**src/rtl/bcd_disp_mux.sv**
```systemverilog
// Four-digit BCD display mux: snapshot, 7-seg decode, anode scan, frame tick.
// Latency: 1 cycle from a sel change or a load edge to the visible an/sseg.
// Backpressure: none; free-running display sink, load is sampled on any edge.
//
// Ports:
//   clk, reset      system clock, asynchronous active-high reset
//   en              display enable; low blanks the display and parks the scan on digit 0
//   load            snapshot strobe for d3..d0, dp_in, blank_lz
//   d3..d0          BCD digits (d3 most significant)
//   dp_in           per-digit decimal point, active-high, bit i = digit i
//   blank_lz        blank leading zeros in d3..d1
//   an              anode enables, active-low, bit i = digit i
//   sseg            segments, active-low, {dp,g,f,e,d,c,b,a}
//   frame_tick      one-cycle pulse when the scan wraps from digit 3 to digit 0
module bcd_disp_mux #(
  parameter int DIG_CYCLES = 100000,
  parameter int CW         = 17
) (
  input  logic       clk,
  input  logic       reset,
  input  logic       en,
  input  logic       load,
  input  logic [3:0] d3,
  input  logic [3:0] d2,
  input  logic [3:0] d1,
  input  logic [3:0] d0,
  input  logic [3:0] dp_in,
  input  logic       blank_lz,
  output logic [3:0] an,
  output logic [7:0] sseg,
  output logic       frame_tick
);

  localparam logic [CW-1:0] CNT_LAST = CW'(DIG_CYCLES - 1);

  // Segment patterns {g,f,e,d,c,b,a}, active-low.
  localparam logic [6:0] SEG_BLANK = 7'h7F;
  localparam logic [6:0] SEG_DASH  = 7'h3F;

  logic [CW-1:0]   cnt;
  logic [1:0]      sel;
  logic            wrap;

  // Shadow copy of the inputs; the display only ever reads these, so a
  // frame is always drawn from a single snapshot.
  logic [3:0][3:0] sh_dig;
  logic [3:0]      sh_dp;
  logic            sh_blank;

  logic [3:0]      cur_dig;
  logic            cur_blank;
  logic [6:0]      cur_pat;
  logic [3:0]      an_nxt;
  logic [7:0]      sseg_nxt;

  function automatic logic [6:0] bcd_to_seg(input logic [3:0] v);
    logic [6:0] p;
    p = SEG_DASH;
    case (v)
      4'd0:    p = 7'h40;
      4'd1:    p = 7'h79;
      4'd2:    p = 7'h24;
      4'd3:    p = 7'h30;
      4'd4:    p = 7'h19;
      4'd5:    p = 7'h12;
      4'd6:    p = 7'h02;
      4'd7:    p = 7'h78;
      4'd8:    p = 7'h00;
      4'd9:    p = 7'h10;
      default: p = SEG_DASH;
    endcase
    return p;
  endfunction

  assign wrap = (cnt == CNT_LAST);

  // Refresh counter and digit select. Disabling parks both at zero so that
  // re-enabling gives digit 0 a full dwell period.
  always_ff @(posedge clk or posedge reset) begin
    if (reset) begin
      cnt        <= '0;
      sel        <= 2'd0;
      frame_tick <= 1'b0;
    end else if (!en) begin
      cnt        <= '0;
      sel        <= 2'd0;
      frame_tick <= 1'b0;
    end else begin
      frame_tick <= wrap && (sel == 2'd3);
      if (wrap) begin
        cnt <= '0;
        sel <= sel + 2'd1;
      end else begin
        cnt <= cnt + {{(CW-1){1'b0}}, 1'b1};
      end
    end
  end

  // Snapshot registers; load is honoured regardless of en.
  always_ff @(posedge clk or posedge reset) begin
    if (reset) begin
      sh_dig   <= '0;
      sh_dp    <= 4'b0000;
      sh_blank <= 1'b0;
    end else if (load) begin
      sh_dig   <= {d3, d2, d1, d0};
      sh_dp    <= dp_in;
      sh_blank <= blank_lz;
    end
  end

  // Leading-zero blanking: a digit is blanked only when it and every more
  // significant digit are zero. Digit 0 always shows.
  always_comb begin
    cur_dig   = sh_dig[sel];
    cur_blank = 1'b0;
    case (sel)
      2'd3:    cur_blank = sh_blank && (sh_dig[3] == 4'd0);
      2'd2:    cur_blank = sh_blank && (sh_dig[3] == 4'd0) && (sh_dig[2] == 4'd0);
      2'd1:    cur_blank = sh_blank && (sh_dig[3] == 4'd0) && (sh_dig[2] == 4'd0)
                           && (sh_dig[1] == 4'd0);
      default: cur_blank = 1'b0;
    endcase
    cur_pat  = cur_blank ? SEG_BLANK : bcd_to_seg(cur_dig);
    // Decimal point stays visible on a blanked digit.
    sseg_nxt = {~sh_dp[sel], cur_pat};
    an_nxt   = ~(4'b0001 << sel);
  end

  always_ff @(posedge clk or posedge reset) begin
    if (reset) begin
      an   <= 4'b1111;
      sseg <= 8'hFF;
    end else if (!en) begin
      an   <= 4'b1111;
      sseg <= 8'hFF;
    end else begin
      an   <= an_nxt;
      sseg <= sseg_nxt;
    end
  end

endmodule

```
**config.mk**
```make
export PLATFORM = sky130hd
export DESIGN_NAME = bcd_disp_mux
export DESIGN_NICKNAME = d
export VERILOG_FILES = /design/src/rtl/bcd_disp_mux.sv
export SDC_FILE = /design/constraint.sdc
export NUM_CORES = 1
export LEC_CHECK = 0
export ABC_AREA = 1
export CORE_ASPECT_RATIO = 1.75
export CORE_MARGIN = 4
export CORE_UTILIZATION = 54
export DETAILED_ROUTE_END_ITERATION = 12
export GPL_TIMING_DRIVEN = 0
export PLACE_DENSITY = 0.88
export SLEW_MARGIN = 20
export SYNTH_ARGS = -nofsm -noshare
export SYNTH_HDL_FRONTEND = slang
export SYNTH_SLANG_ARGS = --single-unit
```
**constraint.sdc**
```tcl
create_clock -name clk -period 2.1 [get_ports clk]
set_input_delay 0.42 -clock clk [delete_from_list [all_inputs] [get_ports clk]]
set_output_delay 0.42 -clock clk [all_outputs]
set_load 0.05 [all_outputs]
```
==> flow_summary.json <==
{
  "critical_path.endpoint": "an[0]",
  "detailedRoute.firstIterationViolations": 64,
  "globalplace.congestion": 0.875,
  "antenna_left": 0,
  "grt_resource_usage_total": 0.209,
  "path_clk_slew_ns": 0.10,
  "synth_sequential_area_ratio": 0.488,
  "critical_path.slowest_cell": "sky130_fd_sc_hd__clkdlybuf4s50_1",
  "antenna_found_initial": 0,
  "critPathLaunch": "an[0]",
  "place_worst_setup_slack_ns": 0.357,
  "layout_common_cells": "83 x sky130_fd_sc_hd__nand2_1, 44 x sky130_fd_sc_hd__nor2_1, 41 x sky130_fd_sc_hd__dfrtp_1, 32 x sky130_fd_sc_hd__inv_1, 32 x sky130_fd_sc_hd__clkdlybuf4s50_1",
  "warning_count_from_the_yosys_run": 0,
  "cp-start-kind": "register",
  "layout.nets": 403,
  "cp_data_required_time_ns": 1.68,
  "final_min_period_over_clock_period": 0.977,
  "n_antenna_cell": 0,
  "die_height_um": 102,
  "synth_area_per_cell_um2": 8.48,
  "vias_in_the_first_global_route": 2337,
  "tritoncts_clock_tree": "built",
  "remaining_drc_errors": 0,
  "internal_power_w": 0.00176,
  "maxCapViolations": 0,
  "row_count": 34,
  "power_dissipated_by_switching_net_loads_w": 0.000830,
  "layout.core_utilization": 0.670,
  "worstMarginPinSlew_ns": 0.529,
  "drive_above_1_share": 0.149,
  "drt-vias-per-instance": 5.28,
  "critPathArrivalTime_ns": 1.63,
  "regToRegEndpoint": "sseg[5]",
  "worst-path-max-fanout": 1,
  "period_needed_ns": 2.05,
  "power.clock.fraction": 0.277,
  "post-route-worst-setup-slack_ns": 0.0491,
  "mappedNetlistArea_um2": 2750,
  "start_util": 0.557,
  "detail_route.wirelength_mm": 5.79,
  "switching_share": 0.321,
  "critical_path.cell_chain": "clkdlybuf4s50_1",
  "timing.reg2reg.setup_slack_ns": 0.39,
  "status": "completed",
  "fmaxAchievable_mhz": 488,
  "cp_num_buf_inv": 1,
  "final_hold_viol_count": 0,
  "detail_route.wl_per_cell_um": 13.7,
  "worstHoldPathType": "in2reg",
  "synth_nets": 360,
  "place.port_buffers": 35,
  "dp.cells": 414,
  "io_pins": 38,
  "clk-insertion-delay-late_ns": 0.31,
  "detailed_place_hpwl_mm": 4.51,
  "timing.critical_path.max_delay_family": "buffers and inverters",
  "postCtsHoldBufs": 0,
  "reg2regPathDepth": 10,
  "layoutNonFillerInstCount": 422,
  "worst_r2r_startpoint": "sel[0]",
  "max_stage_delay_ns": 0.79,
  "layout_commonest_cell": "sky130_fd_sc_hd__nand2_1",
  "die_width_um": 61.9,
  "seq_power_share": 0.459,
  "crit_cells": 1,
  "detail_route.first_pass.iterations": 4,
  "syn2layout_area_growth_pct": 20.5,
  "maxSlewHeadroom": 0.647,
  "final_max_slew_viol_count": 0,
  "numClockSinks": 53,
  "grt_first_pass_wirelength_mm": 9.94,
  "total_power_w": 0.00259,
  "cts.htree.levels": 2,
  "route.vias.total": 2229,
  "cts-root-buf": "sky130_fd_sc_hd__clkbuf_8",
  "power_leakage_nw": 1.49,
  "floorplan.core_area_um2": 4930,
  "vdd_drop_max_mv": 0.678,
  "rsz0062_at_grt": "false",
  "num-fill-cells": 386,
  "grt_max_degree": 37,
  "die_area_um2": 6340,
  "yosys.cell_types.count": 29,
  "num_cts_buffers": 5,
  "grt_overflow_total": 0,
  "setup-violations-final": 0,
  "worst-setup-path-type": "reg2out",
  "power_density_nw_per_um2": 782,
  "ff_latch_count_synth": 53,
  "syn_inst": 324,
  "cts_max_path_buffers": 2,
  "power.share.combinational": 0.264,
  "finClkSkew_ns": 0.0124,
  "endpoint_kind": "output port"
}
## registers in the layout, summed over array words and instances (netlist names)
register	cells
cnt	17
sh_blank	1
an	4
sh_dig	16
sh_dp	4
frame_tick	1
sseg	8
sel	2
## worst min path at each step
| stage | startpoint | endpoint | slack, ns | cells after the start |
|---|---|---|---|---|
| after floorplan | cnt[0] | cnt[0] | 0.43 | 1 |
| after global placement | cnt[0] | cnt[0] | 0.45 | 1 |
| after detailed placement | cnt[0] | cnt[0] | 0.46 | 1 |
| after CTS | en | sseg[7] | 0.38 | 2 |
| after global routing | en | sseg[7] | 0.38 | 2 |
| final | en | sseg[7] | 0.38 | 2 |
## power by group through the flow
| stage | clock network (W) | registers (W) | logic, W |
|---|---|---|---|
| 3_5_place_dp | 0 | 0.00121 | 0.000685 |
| 5_1_grt | 0.000776 | 0.00120 | 0.000752 |
| 4_1_cts | 0.000730 | 0.00119 | 0.000688 |
| 2_1_floorplan | 0 | 0.00136 | 0.000328 |
| 3_3_place_gp | 0 | 0.00120 | 0.000661 |
| 6_report | 0.000716 | 0.00119 | 0.000683 |
## logic make-up (layout without fill, tap and decap cells)
logic type               Yosys count  count (layout)  share of synthesized area
XOR/XNOR                           6               6                     0.0191
AND/OR/NAND/NOR                  176             176                      0.279
buffers and inverters             43              87                     0.0661
multiplexers                      12              12                     0.0492
flip-flops                        53              53                      0.488
AO/OA/AOI/OAI                     23              23                     0.0483
adder cells (fa/ha/maj)           11              11                     0.0501
## final cells by class
| class | instances | area (um^2) | share of cell area |
|---|---|---|---|
| Multi-Input combinational cell | 228 | 1220 | 0.370 |
| Inverter | 37 | 141 | 0.0427 |
| Buffer | 6 | 40.0 | 0.0121 |
| Clock inverter | 3 | 47.5 | 0.0144 |
| Clock buffer | 5 | 68.8 | 0.0208 |
| Tap cell | 54 | 67.6 | 0.0204 |
| Timing Repair Buffer | 36 | 378 | 0.114 |
| Sequential cell | 53 | 1340 | 0.405 |
## stage by stage
| stage | hold slack, ns | cell area [um^2] | setup TNS [ns] |
|---|---|---|---|
| 2_1_floorplan | 0.432 | 2750 | 0 |
| 3_3_place_gp | 0.446 | 3160 | -19.53 |
| 3_5_place_dp | 0.456 | 3180 | 0 |
| 4_1_cts | 0.378 | 3300 | 0 |
| 5_1_grt | 0.383 | 3310 | 0 |
| 6_report | 0.377 | 3310 | 0 |
## routing by layer
| layer | track usage | wire length (um) | up-vias |
|---|---|---|---|
| li1 | - | - | 1106 |
| met1 | 0.210 | 2100 | 1040 |
| met3 | 0.0316 | 196 | 18 |
| met4 | 0.116 | 167 | 0 |
| met5 | 0 | 0 | - |
| met2 | 0.387 | 3330 | 65 |
## synth_stat cells (all sizes together)
cell | instances | area share
ha | 11 | 0.050
clkbuf | 2 | 0.0027
mux2 | 12 | 0.049
dfstp | 12 | 0.11
nand3b | 3 | 0.0082
buf | 4 | 0.012
nand3 | 32 | 0.066
nand2 | 87 | 0.12
nand4 | 1 | 0.0023
o21bai | 1 | 0.0027
o21ai | 16 | 0.029
dfrtp | 41 | 0.37
nor3 | 5 | 0.0091
xor2 | 4 | 0.013
and3 | 1 | 0.0023
xnor2 | 2 | 0.0064
nor2 | 47 | 0.067
inv | 37 | 0.051
a21oi | 6 | 0.016
## worst register-to-register path: stages, from the launching register on
cell and delay [ns]:
sky130_fd_sc_hd__dfrtp_1 0.48, sky130_fd_sc_hd__inv_2 0.08, sky130_fd_sc_hd__buf_6 0.15, sky130_fd_sc_hd__nand2_1 0.06, sky130_fd_sc_hd__nand3_1 0.08, sky130_fd_sc_hd__nand2_1 0.19
sky130_fd_sc_hd__inv_1 0.09, sky130_fd_sc_hd__ha_1 0.17, sky130_fd_sc_hd__nand3b_1 0.16, sky130_fd_sc_hd__nand3_1 0.09, sky130_fd_sc_hd__nand3_1 0.07
## timing repair
action	4_1_cts	5_1_grt
gates resized for setup	0	3
buffers inserted	0	0
hold endpoints to repair	0	0
setup endpoints to repair	0	3
Power figures use the tool's default switching activity.
